### src/rtl/regfile_wr_arbiter_if.sv
`default_nettype none
// ==================================================================
// regfile_wr_arbiter_if: requester and register-file write bundle.
// Rev 1.0
// ==================================================================
interface regfile_wr_arbiter_if #(
  parameter int DATA_W = 32
);
  logic [3:0]          Req;
  logic [19:0]         ReqAdr;
  logic [4*DATA_W-1:0] ReqData;
  logic [3:0]          Gnt;
  logic                WrEn;
  logic [4:0]          WrAdr;
  logic [DATA_W-1:0]   WrData;
  logic                Ready;

  modport master (
    output Req, ReqAdr, ReqData,
    input  Gnt, WrEn, WrAdr, WrData, Ready
  );

  modport slave (
    input  Req, ReqAdr, ReqData,
    output Gnt, WrEn, WrAdr, WrData, Ready
  );
endinterface
`default_nettype wire

### src/rtl/regfile_wr_arbiter.sv
`default_nettype none
// ==================================================================
// regfile_wr_arbiter: clears all 32 registers after reset, then
// round-robin arbitrates four write requesters. Rev 1.0
// ==================================================================
module regfile_wr_arbiter #(
  parameter int DATA_W = 32
) (
  input wire Clk,
  input wire Rst,
  regfile_wr_arbiter_if.slave bus
);
  typedef enum logic [0:0] {INIT = 1'b0, ARB = 1'b1} state_t;

  state_t            r_state;
  logic [4:0]        r_clr_cnt;
  logic              r_clr_done;
  logic [1:0]        r_ptr;

  logic [4:0]        w_adr  [4];
  logic [DATA_W-1:0] w_data [4];
  logic              w_sel_vld;
  logic [1:0]        w_sel;

  for (genvar gi = 0; gi < 4; gi++) begin : g_slice
    assign w_adr[gi]  = bus.ReqAdr[5*gi +: 5];
    assign w_data[gi] = bus.ReqData[DATA_W*gi +: DATA_W];
  end

  // A requester granted on the previous edge is masked so the bus alternates.
  always_comb begin
    w_sel_vld = 1'b0;
    w_sel     = r_ptr;
    for (int k = 0; k < 4; k++) begin
      if (!w_sel_vld && bus.Req[r_ptr + 2'(k)] && !bus.Gnt[r_ptr + 2'(k)]) begin
        w_sel_vld = 1'b1;
        w_sel     = r_ptr + 2'(k);
      end
    end
  end

  always_ff @(posedge Clk) begin
    if (Rst) begin
      r_state    <= INIT;
      r_clr_cnt  <= 5'd0;
      r_clr_done <= 1'b0;
      r_ptr      <= 2'd0;
      bus.Gnt    <= 4'd0;
      bus.WrEn   <= 1'b0;
      bus.WrAdr  <= 5'd0;
      bus.WrData <= '0;
      bus.Ready  <= 1'b0;
    end else begin
      case (r_state)
        INIT: begin
          bus.Gnt    <= 4'd0;
          bus.WrData <= '0;
          // One idle edge after address 31 before Ready rises.
          if (r_clr_done) begin
            bus.WrEn  <= 1'b0;
            bus.Ready <= 1'b1;
            r_state   <= ARB;
          end else begin
            bus.WrEn  <= 1'b1;
            bus.WrAdr <= r_clr_cnt;
            r_clr_cnt <= r_clr_cnt + 5'd1;
            if (r_clr_cnt == 5'd31) begin
              r_clr_done <= 1'b1;
            end
          end
        end
        ARB: begin
          if (w_sel_vld) begin
            bus.Gnt    <= 4'd1 << w_sel;
            bus.WrEn   <= 1'b1;
            bus.WrAdr  <= w_adr[w_sel];
            bus.WrData <= w_data[w_sel];
            r_ptr      <= w_sel + 2'd1;
          end else begin
            bus.Gnt  <= 4'd0;
            bus.WrEn <= 1'b0;
          end
        end
        default: r_state <= INIT;
      endcase
    end
  end
endmodule
`default_nettype wire
### src/flat_wrapper.sv
// flat-port wrapper written by rule: the top's interface ports become plain ports
module regfile_wr_arbiter_flat 
#(
  parameter int DATA_W = 32
)
  (Clk, Rst, bus_Req, bus_ReqAdr, bus_ReqData, bus_Gnt, bus_WrEn, bus_WrAdr, bus_WrData, bus_Ready);
  regfile_wr_arbiter_if #(.DATA_W(DATA_W)) bus_i ();
  input wire Clk;
  input wire Rst;
  input wire logic [$bits(bus_i.Req)-1:0] bus_Req;
  input wire logic [$bits(bus_i.ReqAdr)-1:0] bus_ReqAdr;
  input wire logic [$bits(bus_i.ReqData)-1:0] bus_ReqData;
  output wire logic [$bits(bus_i.Gnt)-1:0] bus_Gnt;
  output wire logic [$bits(bus_i.WrEn)-1:0] bus_WrEn;
  output wire logic [$bits(bus_i.WrAdr)-1:0] bus_WrAdr;
  output wire logic [$bits(bus_i.WrData)-1:0] bus_WrData;
  output wire logic [$bits(bus_i.Ready)-1:0] bus_Ready;
  assign bus_i.Req = bus_Req;
  assign bus_i.ReqAdr = bus_ReqAdr;
  assign bus_i.ReqData = bus_ReqData;
  assign bus_Gnt = bus_i.Gnt;
  assign bus_WrEn = bus_i.WrEn;
  assign bus_WrAdr = bus_i.WrAdr;
  assign bus_WrData = bus_i.WrData;
  assign bus_Ready = bus_i.Ready;
  regfile_wr_arbiter #(.DATA_W(DATA_W)) u_core (.Clk(Clk), .Rst(Rst), .bus(bus_i));
endmodule
### config.mk
export PLATFORM = sky130hd
export DESIGN_NAME = regfile_wr_arbiter_flat
export DESIGN_NICKNAME = d
export VERILOG_FILES = /design/src/rtl/regfile_wr_arbiter_if.sv /design/src/rtl/regfile_wr_arbiter.sv /design/src/flat_wrapper.sv
export SDC_FILE = /design/constraint.sdc
export NUM_CORES = 1
export LEC_CHECK = 0
export CAP_MARGIN = 20
export CORE_ASPECT_RATIO = 0.7
export CORE_MARGIN = 4
export CORE_UTILIZATION = 39
export DETAILED_ROUTE_END_ITERATION = 12
export PLACE_DENSITY = 0.87
export SLEW_MARGIN = 20
export SYNTH_ARGS = -nofsm -noshare
export SYNTH_HDL_FRONTEND = slang
export SYNTH_SLANG_ARGS = --single-unit
### constraint.sdc
create_clock -name Clk -period 5.1 [get_ports Clk]
set_input_delay 1.02 -clock Clk [delete_from_list [all_inputs] [get_ports Clk]]
set_output_delay 1.02 -clock Clk [all_outputs]
set_load 0.02 [all_outputs]
# After elaboration in Yosys (flattened, before gate mapping)
# Index checks and enable logic that the tools add are counted.
# classes
mux	43
shift	1
bitwise_logic	3
mul	0
eq_ne	3
magnitude_cmp	5
div	0
n_reduce_logical	18
addsub	5
# ops
operator	count
two-way mux 32 bit	3
binary-select mux 32 bit (select 2 bit)	1
one-hot mux 32 bit (2 select lines)	1
two-way mux 5 bit	4
two-way mux 1 bit	18
binary-select mux 1 bit (select 2 bit)	8
< comparator 2 x 3 -> 1 bit (second input constant)	4
binary-select mux 5 bit (select 2 bit)	1
one-hot mux 5 bit (2 select lines)	1
one-hot mux 4 bit (2 select lines)	1
AND reduction 2 bit	4
logical AND 1 bit	7
zero test 1 bit	7
two-way mux 2 bit	3
adder 5 x 1 -> 5 bit (second input constant)	1
== test 5 bit (second input constant)	1
adder 2 x 1 -> 2 bit (second input constant)	2
adder 2 bit (second input constant)	2
two-way mux 4 bit	1
inequality test 2 bit (second input constant)	2
left shift 1 x 2 -> 4 bit (first input constant)	1
greater-or-equal comparator 3 bit (second input constant)	1
inverter 2 -> 3 bit	1
inverter 1 bit	2
one-hot mux 1 bit (2 select lines)	1
# totals
word_cells	87
latch_bits	0
memories	0
ramBits	0
mem_bits_ro	0
regBits	52
output_inout_bits	43
input_bits	154

# Longest topological paths before layout
# Gate-level depths: netlist of the first run.
# depth
word_depth	23
depth_mapped	8
ltp_nobuf	6

# Least setup slack after synthesis of the first run
# No wires, ideal clock.
# synth_path
kind	input-to-reg
start	in bus_Req[1]
end	reg u_core.bus.WrAdr[2]
required_ps	4970
stages	8
t_arrival_ps	2358
slack_ps	2612
n_path_buf	2
cell_sequence	nor2b_1 -> a211oi_1 -> a211oi_2 -> nand2_1 -> buf_6 -> buf_6 -> a2111oi_1 -> nor3_1
# synth_via
elab_chain_len	22
word_cells_on_any_way	33
classes_between	eq/ne: 1; mux: 20; bitwise: 1; reduce/logical: 11
# synth_rtl
element	line	text
start: declaration	flat_wrapper.sv:10	input wire logic [$bits(bus_i.Req)-1:0] bus_Req;
binary-select mux 1 bit (select 2 bit)	regfile_wr_arbiter.sv:35	if (!w_sel_vld && bus.Req[r_ptr + 2'(k)] && !bus.Gnt[r_ptr + 2'(k)]) begin
two-way mux 1 bit (not written as such)	regfile_wr_arbiter.sv:35	
logical AND 1 bit	regfile_wr_arbiter.sv:35	
two-way mux 1 bit	regfile_wr_arbiter.sv:35	
zero test 1 bit	regfile_wr_arbiter.sv:35	
logical AND 1 bit (2 in series)	regfile_wr_arbiter.sv:35	
two-way mux 1 bit	regfile_wr_arbiter.sv:35	
zero test 1 bit	regfile_wr_arbiter.sv:35	
[... 3 more ...]	--	
zero test 1 bit	regfile_wr_arbiter.sv:35	
logical AND 1 bit (2 in series)	regfile_wr_arbiter.sv:35	
two-way mux 2 bit	regfile_wr_arbiter.sv:35	
inverter 2 -> 3 bit (not written as such)	regfile_wr_arbiter.sv:76	bus.WrAdr <= w_adr[w_sel];
binary-select mux 5 bit (select 2 bit)	regfile_wr_arbiter.sv:76	
two-way mux 5 bit (not written as such) (2 in series)	regfile_wr_arbiter.sv:76	
two-way mux 5 bit	regfile_wr_arbiter.sv:73	if (w_sel_vld) begin
one-hot mux 5 bit (2 select lines)	regfile_wr_arbiter.sv:54	case (r_state)
end signal: assignment	regfile_wr_arbiter.sv:65	bus.WrAdr <= r_clr_cnt;
end signal: assignment	regfile_wr_arbiter.sv:76	
end: declaration	regfile_wr_arbiter_if.sv:25	output Gnt, WrEn, WrAdr, WrData, Ready
# Parallel ways exist; a longest one is shown, timed or not. The select of a mux whose other input is x is not followed.
# A chain may end at the register's enable or synchronous reset.

# Worst setup path in the final report of the first run
# layout_path
start	in bus_Req[1]
end	reg u_core.bus.WrData[26]
# layout_via
elab_chain_len	22
word_cells_on_any_way	32
classes_between	eq/ne: 1; mux: 20; bitwise: 1; reduce/logical: 10
# layout_rtl
element	line	text
binary-select mux 1 bit (select 2 bit)	regfile_wr_arbiter.sv:35	
two-way mux 1 bit (not written as such)	regfile_wr_arbiter.sv:35	
logical AND 1 bit	regfile_wr_arbiter.sv:35	
two-way mux 1 bit	regfile_wr_arbiter.sv:35	
zero test 1 bit	regfile_wr_arbiter.sv:35	
logical AND 1 bit (2 in series)	regfile_wr_arbiter.sv:35	
two-way mux 1 bit	regfile_wr_arbiter.sv:35	
zero test 1 bit	regfile_wr_arbiter.sv:35	
[... 3 more ...]	--	
zero test 1 bit	regfile_wr_arbiter.sv:35	
logical AND 1 bit (2 in series)	regfile_wr_arbiter.sv:35	
two-way mux 2 bit	regfile_wr_arbiter.sv:35	
inverter 2 -> 3 bit (not written as such)	regfile_wr_arbiter.sv:77	bus.WrData <= w_data[w_sel];
binary-select mux 32 bit (select 2 bit)	regfile_wr_arbiter.sv:77	
two-way mux 32 bit (not written as such) (2 in series)	regfile_wr_arbiter.sv:77	
two-way mux 32 bit	regfile_wr_arbiter.sv:73	
one-hot mux 32 bit (2 select lines)	regfile_wr_arbiter.sv:54	
end signal: assignment	regfile_wr_arbiter.sv:77	
end: declaration	regfile_wr_arbiter_if.sv:25	
# Parallel ways exist; a longest one is shown, timed or not. The select of a mux whose other input is x is not followed.

==> metrics, run 1 <==
Top Usage Layer GRT met2; sequential area share after synthesis 35.9%; status finished, final reports clean; Arrival @ worst endpoint 3.96 ns; largest net degree at the start of global routing 45; Setup Viol. Count Final 0; PnR worst setup slack 1.28 ns; gr usage total roughly 22%; Sink Count 52; max_cap viols 0; Filler cells 590; Worst Setup End Kind register; relative slew slack 48.2%; Layout Cells excl Fill a little under 600; post-CTS setup buffers 0; final slew viol count 0; Placement Setup Slack 0.956 ns; # rows 26; Cell Area, Synth 2900 sq um; Worst EP required 5.24 ns; core box area 7250 sq um; Die Span Y 80.2 um; Vias 3176; Slew @ Worst Pin between 0.7 and 0.8 ns; Synth area leader dfxtp_1; number of synthesized flops with an enable pin 0; initial detailed-routing violation count 76; RSZ-0062 raised after global routing false; DRC viols 0; Tcrit/Tclk final 75.0%; Async SR Flop Fraction 0%; final WL 10200 um; Detailed Routing Iterations Pass 1 4; Mapped Nets 467; Yosys top cell area share 35.9%; setup_tns 0 ns; Avg Inst Size Synth 9.33 sq um; worst skew pair latency 0.30 ns; Clk pin slew, worst setup/hold paths 0.09 ns; Vias/cell between 5 and 6; vias in the first global route 3292; initial antenna violation count 0; Die X-Extent approximately 110 um; Initial Util 40.0%; routing usage on met2 39.8%; Fin. Hold Viols 0; crit path max fanout 44; Post-Synthesis Cells approximately 310; P per Cell Area between 150 and 200 nW/um^2; cts bufs inserted 5; first-pass GRT wire length 16100 um; register area 1040 sq um; final net count 647; CP Launch Type input port; # diodes 0; hpwl dp just over 8000 um; Clock Skew about 0.0080 ns; CTS tree built; M3 GR Usage 7.23%; Final Wtd Congestion ~0.83; Clock Path Buffers 2; Post-CTS Hold Buffers 0; IO Pins approximately 200; CTS-repair resized insts 0; gr ovfl total 0; leading register cell type out of synthesis dfxtp_1; die area between 8000 and 9000 sq um; synth warn 0; clk root buf clkbuf_8; Synth-to-Final Area Change 71.5%; IO buf count ~200; routed length per instance approximately 17 um; H-tree depth 2; Max VDD drop 0.116 mV; main area contributors after synthesis dfxtp_1 36%, mux2i_1 22%, o221ai_1 11%; area occupied by multi-input gates 1730 sq um; Max Clk Rate between 200 and 300 MHz; GRT met1 Usage between 20% and 30%; number of distinct library cells after synthesis 39; placed cell count 582; CP Class in2reg; Period minus WS final 3.82 ns; Routed Antenna Nets 0; share of cells above drive strength 1 4.27%; Pleak 2.09 nW; Hold Path Class reg2reg; Synth Register Bits 52
-- area by class of cell --
class	count	share of cell area [%]
repair buffers	199	39.9
multi-input cells	231	34.7
flip-flops and latches	52	20.9
well taps	98	2.46
clock buffers	7	1.73
clock inverters	1	0.151
inverters	2	0.151
-- cells by family (layout without fill, tap and decap cells) --
kind of cell | Yosys count | in the layout | synth area share, %
compound gates | 65 | 65 | 19.1
xor+xnor | 4 | 4 | 1.21
fa+ha+maj | 2 | 2 | 0.862
buf+inv | 28 | 209 | 4.96
flops | 52 | 52 | 35.9
mux | 64 | 64 | 22.1
simple gates | 96 | 96 | 15.9
-- through the flow --
step | power (mW) | hold slack [ns] | util, % | instance area (sq um)
finish | 0.880 | 0.470 | 68.6 | 4980
global route | 0.919 | 0.506 | 68.6 | 4980
CTS | 0.889 | 0.476 | 68.6 | 4980
detailed placement | 0.642 | 0.451 | 67.3 | 4880
global placement | 0.635 | 0.442 | 67.3 | 4880
floorplan | 0.509 | 0.454 | - | 2900
-- where the power goes --
group          switching (mW)  internal, mW  total [mW]
clock                   0.137         0.111       0.248
combinational          0.0722         0.146       0.218
sequential            0.00403         0.410       0.414
-- layout by cell type (no fill, tap or decap), types with 3 or more instances in the layout --
cell	count
o22ai_1	3
nor3b_1	4
and3_1	11
a21oi_1	7
nor2_1	15
nor3_1	6
a2111oi_2	3
buf_4	3
dfxtp_1	52
mux2i_1	63
o221ai_1	36
a2111oi_0	5
nand2b_1	5
a211oi_1	3
clkdlybuf4s50_1	196
nand2_1	40
nand3_1	4
clkbuf_8	6
-- cell usage after synthesis (all sizes together) (2+ instances only) --
| library cell | count |
|---|---|
| a2111oi | 9 |
| a211oi | 4 |
| a21oi | 7 |
| and2 | 2 |
| and3 | 11 |
| buf | 9 |
| clkbuf | 17 |
| dfxtp | 52 |
| ha | 2 |
| mux2i | 63 |
| nand2 | 42 |
| nand2b | 5 |
| nand3 | 4 |
| nor2 | 15 |
| nor2b | 3 |
| nor3 | 6 |
| nor3b | 4 |
| o221ai | 36 |
| o22ai | 3 |
| or2 | 2 |
| xnor2 | 2 |
| xor2 | 2 |
-- state kept, by name (all words and copies together), names as in the netlist --
name               count
u_core.bus.Ready       1
u_core.r_state         1
u_core.bus.WrEn        1
u_core.bus.WrData     32
u_core.bus.Gnt         4
u_core.r_clr_cnt       5
u_core.r_ptr           2
u_core.bus.WrAdr       5
u_core.r_clr_done      1
-- path summary, 6_finish.rpt --
kind                            slack [ns]                  from                     to  cells past startpoint
worst max-delay path                  1.28            bus_Req[1]  u_core.bus.WrData[26]                      8
worst min-delay path                  0.47  u_core.bus.WrData[0]   u_core.bus.WrData[0]                      2
worst max register to register        2.13     u_core.bus.Gnt[2]  u_core.bus.WrData[26]                      7
worst min register to register        0.47  u_core.bus.WrData[0]   u_core.bus.WrData[0]                      2
-- routing by layer --
layer  wire length, um  vias to the layer above
met5                 0                        -
met2              5070                      151
met4                65                        0
met1              4080                     1486
met3               969                        6
li1                  -                     1533
-- critical path, cell delays in order --
cell             delay, ns
clkdlybuf4s50_1       0.48
nor2b_1               0.23
a211oi_1              0.09
a211oi_2              0.66
nand2_4               0.55
buf_4                 0.48
mux2i_1               0.23
o221ai_1              0.16
No activity file was read; power rests on OpenSTA's default activity.
==> run 2, diff against run 1 <==
--- a/config.mk
+++ b/config.mk
@@ -8,9 +8,9 @@
 export CAP_MARGIN = 20
 export CORE_ASPECT_RATIO = 0.7
 export CORE_MARGIN = 4
-export CORE_UTILIZATION = 39
+export CORE_UTILIZATION = 36
 export DETAILED_ROUTE_END_ITERATION = 12
-export PLACE_DENSITY = 0.87
+export PLACE_DENSITY = 0.81
 export SLEW_MARGIN = 20
 export SYNTH_ARGS = -nofsm -noshare
 export SYNTH_HDL_FRONTEND = slang
==> constraint.sdc (replaced) <==
create_clock -name Clk -period 3.6 [get_ports Clk]
set_input_delay 0.72 -clock Clk [delete_from_list [all_inputs] [get_ports Clk]]
set_output_delay 0.72 -clock Clk [all_outputs]
set_load 0.02 [all_outputs]
==> metrics, run 2 (synthesized netlist as in run 1, its figures left out) <==
status finished, final reports clean; Final Wtd Congestion 0.886 (+7.2%); IO Pins 197 (unchanged); max_cap viols 0 (unchanged); crit path max fanout 32 (-27%); cts bufs inserted 5 (unchanged); Largest register FFs 32 (unchanged); Filler cells 650 (+10%); routed length per instance 17.0 um (-1.5%); Max VDD drop 0.208 mV (+80%); Routed Antenna Nets 0 (unchanged); setup_tns 0 ns (unchanged); # rows 27 (+3.8%); Top reg by flops u_core.bus.WrData; Sink Count 52 (unchanged); largest net degree at the start of global routing 33 (-27%); biggest regs u_core.bus.WrData: 32 flops, u_core.bus.WrAdr: 5 flops, u_core.r_clr_cnt: 5 flops; Clk pin slew, worst setup/hold paths 0.07 ns (-0.02 ns); commonest non-fill, non-tap cells in the layout 196 x clkdlybuf4s50_1, 63 x mux2i_1, 52 x dfxtp_1; core box area 7840 sq um (+8.0%); Die Span Y 83.1 um (+3.7%); Pleak 2.16 nW (+3.1%); P per Cell Area 271 nW/um^2 (+53%); die area 9580 sq um (+7.6%); Worst EP required 3.74 ns (-1.50 ns); Arrival @ worst endpoint 2.85 ns (-1.11 ns); placed cell count 592 (+1.7%); CP Class in2reg; Vias/cell 5.26 (-2.4%); initial antenna violation count 0 (unchanged); final WL 10200 um (+0.19%); Slew @ Worst Pin 0.422 ns (-0.356 ns); Layout Cells excl Fill 600 (+1.7%); Worst Setup End Kind register; Hold Path Class reg2reg; final slew viol count 0 (unchanged); Die X-Extent 115 um (+3.8%); IO buf count 196 (unchanged); gr ovfl total 0 (unchanged); gr usage total 19.8% (-2.2 points); Synth-to-Final Area Change 76.3%; Fin. Hold Viols 0 (unchanged); # diodes 0 (unchanged); worst skew pair latency 0.28 ns (-0.02 ns); Clock Skew 0.00363 ns (-0.00435 ns); H-tree depth 2 (unchanged); Clock Path Buffers 2 (unchanged); initial detailed-routing violation count 173 (+130%); Tcrit/Tclk final 75.4%; relative slew slack 71.2% (+23 points); hpwl dp 8310 um (+0.84%); commonest non-fill, non-tap cell in the layout clkdlybuf4s50_1; post-CTS setup buffers 0 (unchanged); CTS tree built; RSZ-0062 raised after global routing false; share of cells above drive strength 1 5.61% (+1.3 points); Max Clk Rate approximately 370 MHz; vias in the first global route 3116 (-5.3%); post-layout total power 1.38 mW (+57%); Initial Util 37.0% (-3.0 points); Period minus WS final 2.72 ns; final net count 654 (+1.1%); CTS-repair resized insts 0 (unchanged); Vias 3153 (-0.72%); Setup Viol. Count Final 0 (unchanged); Detailed Routing Iterations Pass 1 4 (unchanged); clk root buf clkbuf_16; first-pass GRT wire length 15500 um (-3.8%); CP Launch Type input port; Post-CTS Hold Buffers 0 (unchanged); DRC viols 0 (unchanged)
## run 2: changes by cell type in the layout (fill, tap and decap cells not counted), sizes merged
cell,before,now
clkbuf,7,6
clkinvlp,1,2
buf,3,10
## run 2: layout make-up
cell class	instances	area, sq um	share of cell area [%]
repair buffers	206	2060	40.3
inverters	2	7.51	0.147
clock inverters	2	15.0	0.294
multi-input cells	231	1720	33.7
clock buffers	6	139	2.72
flip-flops and latches	52	1040	20.4
well taps	101	126	2.47
## run 2: worst max-delay path: stages
cell             delay (ns)
clkdlybuf4s50_1        0.47
nor2b_1                0.24
o22ai_1                0.12
nand2b_1               0.34
nand2_4                0.27
buf_12                 0.27
mux2i_1                0.23
o221ai_1               0.16
## run 2: final timing paths
check / start / to / slack, ns / depth (start not counted)
hold / removal: u_core.bus.WrData[20] / u_core.bus.WrData[20] / 0.46 / 2
hold reg to reg: u_core.bus.WrData[20] / u_core.bus.WrData[20] / 0.46 / 2
setup / recovery: bus_Req[1] / u_core.bus.WrData[11] / 0.88 / 8
setup reg to reg: u_core.bus.Gnt[0] / u_core.bus.WrData[11] / 1.40 / 7
## run 2: where the power goes
group | switching, mW | total, mW | internal [mW] | leakage [nW]
sequential | 0.00561 | 0.586 | 0.580 | 0.420
combinational | 0.102 | 0.315 | 0.213 | 1.67
clock | 0.207 | 0.484 | 0.277 | 0.0691
## run 2: per-stage QoR
stage | utilization (%) | worst slack, ns | instance area [sq um] | hold slack, ns
final | 65.3 | 0.885 | 5110 | 0.462
after global routing | 65.3 | 0.737 | 5110 | 0.494
after CTS | 65.3 | 0.930 | 5110 | 0.464
after detailed placement | 63.3 | 0.625 | 4960 | 0.445
after global placement | 63.3 | 0.708 | 4960 | 0.443
after floorplan | - | 1.41 | 2900 | 0.454
## run 2: routing by layer
metal	vias to the layer above	GRT usage, %	share of wire (%)	wire length (um)
met3	8	4.73	9.9	1010
met1	1434	26.5	42	4270
met5	-	0	0	0
met4	0	3.20	0.89	91
li1	1548	-	-	-
met2	163	32.9	47	4830
==> edit (settings of run 2) <==
`DATA_W` is set to 32 in 3 places; all go to 16.
--- a/src/rtl/regfile_wr_arbiter_if.sv
+++ b/src/rtl/regfile_wr_arbiter_if.sv
@@ -4,7 +4,7 @@
 // Rev 1.0
 // ==================================================================
 interface regfile_wr_arbiter_if #(
-  parameter int DATA_W = 32
+  parameter int DATA_W = 16
 );
   logic [3:0]          Req;
   logic [19:0]         ReqAdr;
--- a/src/rtl/regfile_wr_arbiter.sv
+++ b/src/rtl/regfile_wr_arbiter.sv
@@ -4,7 +4,7 @@
 // round-robin arbitrates four write requesters. Rev 1.0
 // ==================================================================
 module regfile_wr_arbiter #(
-  parameter int DATA_W = 32
+  parameter int DATA_W = 16
 ) (
   input wire Clk,
   input wire Rst,
--- a/src/flat_wrapper.sv
+++ b/src/flat_wrapper.sv
@@ -1,7 +1,7 @@
 // flat-port wrapper written by rule: the top's interface ports become plain ports
 module regfile_wr_arbiter_flat 
 #(
-  parameter int DATA_W = 32
+  parameter int DATA_W = 16
 )
   (Clk, Rst, bus_Req, bus_ReqAdr, bus_ReqData, bus_Gnt, bus_WrEn, bus_WrAdr, bus_WrData, bus_Ready);
   regfile_wr_arbiter_if #(.DATA_W(DATA_W)) bus_i ();
Interface: changed (resized bus_ReqData and bus_WrData); port bits go from 197 to 117. No check against the original RTL was run, so the function may have changed too.
==> edit against run 2 <==
Final cell count is 19% lower; area after synthesis fell by 16%; wire length shrank 19%; design area fell by 27%; power fell by 31%; setup slack gained 0.028 ns; sequential cell count down 16; die area decreased by 15%; maximum frequency grew 1.0%; global-route usage shrank 0.31 points; first-iteration DRC count fell by 44%; count of clock-buffer cells in the layout unchanged; clock skew up 0.00091 ns; highest routed layer unchanged.
==> edit: results (changes against run 2) <==
* Post-synthesis mux area share at 0.09489 (-0.1263)
* GP Congestion at 0.8230 (-7.1%)
* WL final at 8.247 mm (-19%)
* Register area share after synthesis at 0.2971 (-0.06171)
* Net Sw Frac at 0.2708 (+0.04371)
* I/O Buffers at 116 (-41%)
* Clock net power at 0.306 mW (-37%)
* Yosys warns at 0 (unchanged)
* Worst Setup SP: bus_Req[0]
* Flop-to-flop setup slack at 1.38 ns (-0.02 ns)
* Layout cells sized above 1 at 0.09924 (+0.04312)
* Hold endpoint: u_core.bus.Ready
* Hold Path Cell Cnt at 2 (unchanged)
* Vias in the first global route at 2659 (-15%)
* DR vias at 2563 (-19%)
* CP max stage delay at 0.55 ns (+0.08 ns)
* Slowest cell on crit path: clkdlybuf4s50_1
* Critical Path Sink: u_core.bus.WrAdr[3]
* Top post-synthesis cells by count: dfxtp_1, nand2_1, o21ai_0
* Top cells by area, synth: dfxtp_1, mux2i_1, a21o_1
* Worst flop-to-flop path endpoint: u_core.bus.WrAdr[3]
* Hold Startpoint: u_core.bus.Ready
* Sum Neg Setup Slack at 0 ns (unchanged)
* Post-Syn Nets at 374 (-20%)
* DRT Pass-1 Iters at 4 (unchanged)
* Largest registers: u_core.bus.WrData (16), u_core.bus.WrAdr (5), u_core.r_clr_cnt (5)
* Post-Synth Adder-Cell Area at 0.01031 (+0.001690)
* Pint at 0.6918 mW (-35%)
* Placed Cells at 476 (-20%)
* Placement Setup Slack at 0.6109 ns (-0.01400 ns)
* First-pass GRT wire length at 13.05 mm (-16%)
* Slew Viols, Final at 0 (unchanged)
* Part of the power in combinational logic at 0.247 (+0.020)
* H-tree depth at 2 (unchanged)
* WHS at 0.4908 ns (+0.02847 ns)
* Crit Path Max Fanout at 13 (-59%)
* Detailed Place HPWL at 6.213 mm (-25%)
* Worst vdd ir at 0.1147 mV (-45%)
* Async SR Flop Fraction at 0 (unchanged)
* Synth Area per Inst at 8.603 um^2 (-7.8%)
* Leakage at 1.362 nW (-37%)
* Worst-Margin Slew at 0.7608 ns (+0.3393 ns)
* Xor/xnor cell area share of the yosys netlist at 0.01444 (+0.002366)
* Status: complete, no violations
* FF/Latch Area at 720.7 um^2 (-31%)
* Synth unique cells at 56 (+44%)
* Min setup slack post-route at 0.9125 ns (+0.02795 ns)
* Vias per cell at 5.295 (+0.77%)
* DRT iter0 DRCs at 97 (-44%)
* Longest Clk Path Bufs at 2 (unchanged)
* Fillers at 574 (-12%)
* CTS buffer count at 5 (unchanged)
* Largest net degree at the start of global routing at 27 (-18%)
* Tot GR Track Use at 0.1953 (-0.003079)
* Synth Area in Compound Gates at 0.3022 (+0.1112)
* Top Family by Delay on Critical Path: buffers and inverters
* Reg2reg start: u_core.r_ptr[1]
* Dpl cell area at 3622 um^2 (-27%)
* Clk root buf: clkbuf_8
* Clk_skew at 0.004536 ns (+0.0009110 ns)
## edit: cell count changes after synthesis, moves of 12 or more
| cell | before | now |
|---|---|---|
| a21o_1 | 1 | 18 |
| clkbuf_1 | 17 | 4 |
| dfxtp_1 | 52 | 36 |
| mux2i_1 | 63 | 23 |
| nand2_1 | 42 | 26 |
| nand3_1 | 4 | 16 |
| o211ai_1 | 1 | 17 |
| o21ai_0 | 0 | 26 |
| o221ai_1 | 36 | 1 |
## edit: layout make-up
class | instances | area share
Multi-Input combinational cell | 225 | 0.4247
Timing Repair Buffer | 121 | 0.3227
Sequential cell | 36 | 0.1940
Tap cell | 91 | 0.03065
Clock buffer | 6 | 0.02223
Inverter | 3 | 0.003031
Clock inverter | 2 | 0.002695
## edit: metal layers
metal	track usage	wire length [um]	part of all wire	up-vias
met1	0.2513	3710	0.45	1196
met4	0.05175	104	0.013	0
met2	0.3192	3859	0.47	95
li1	-	-	-	1261
met3	0.05705	572	0.069	11
met5	0	0	0	-
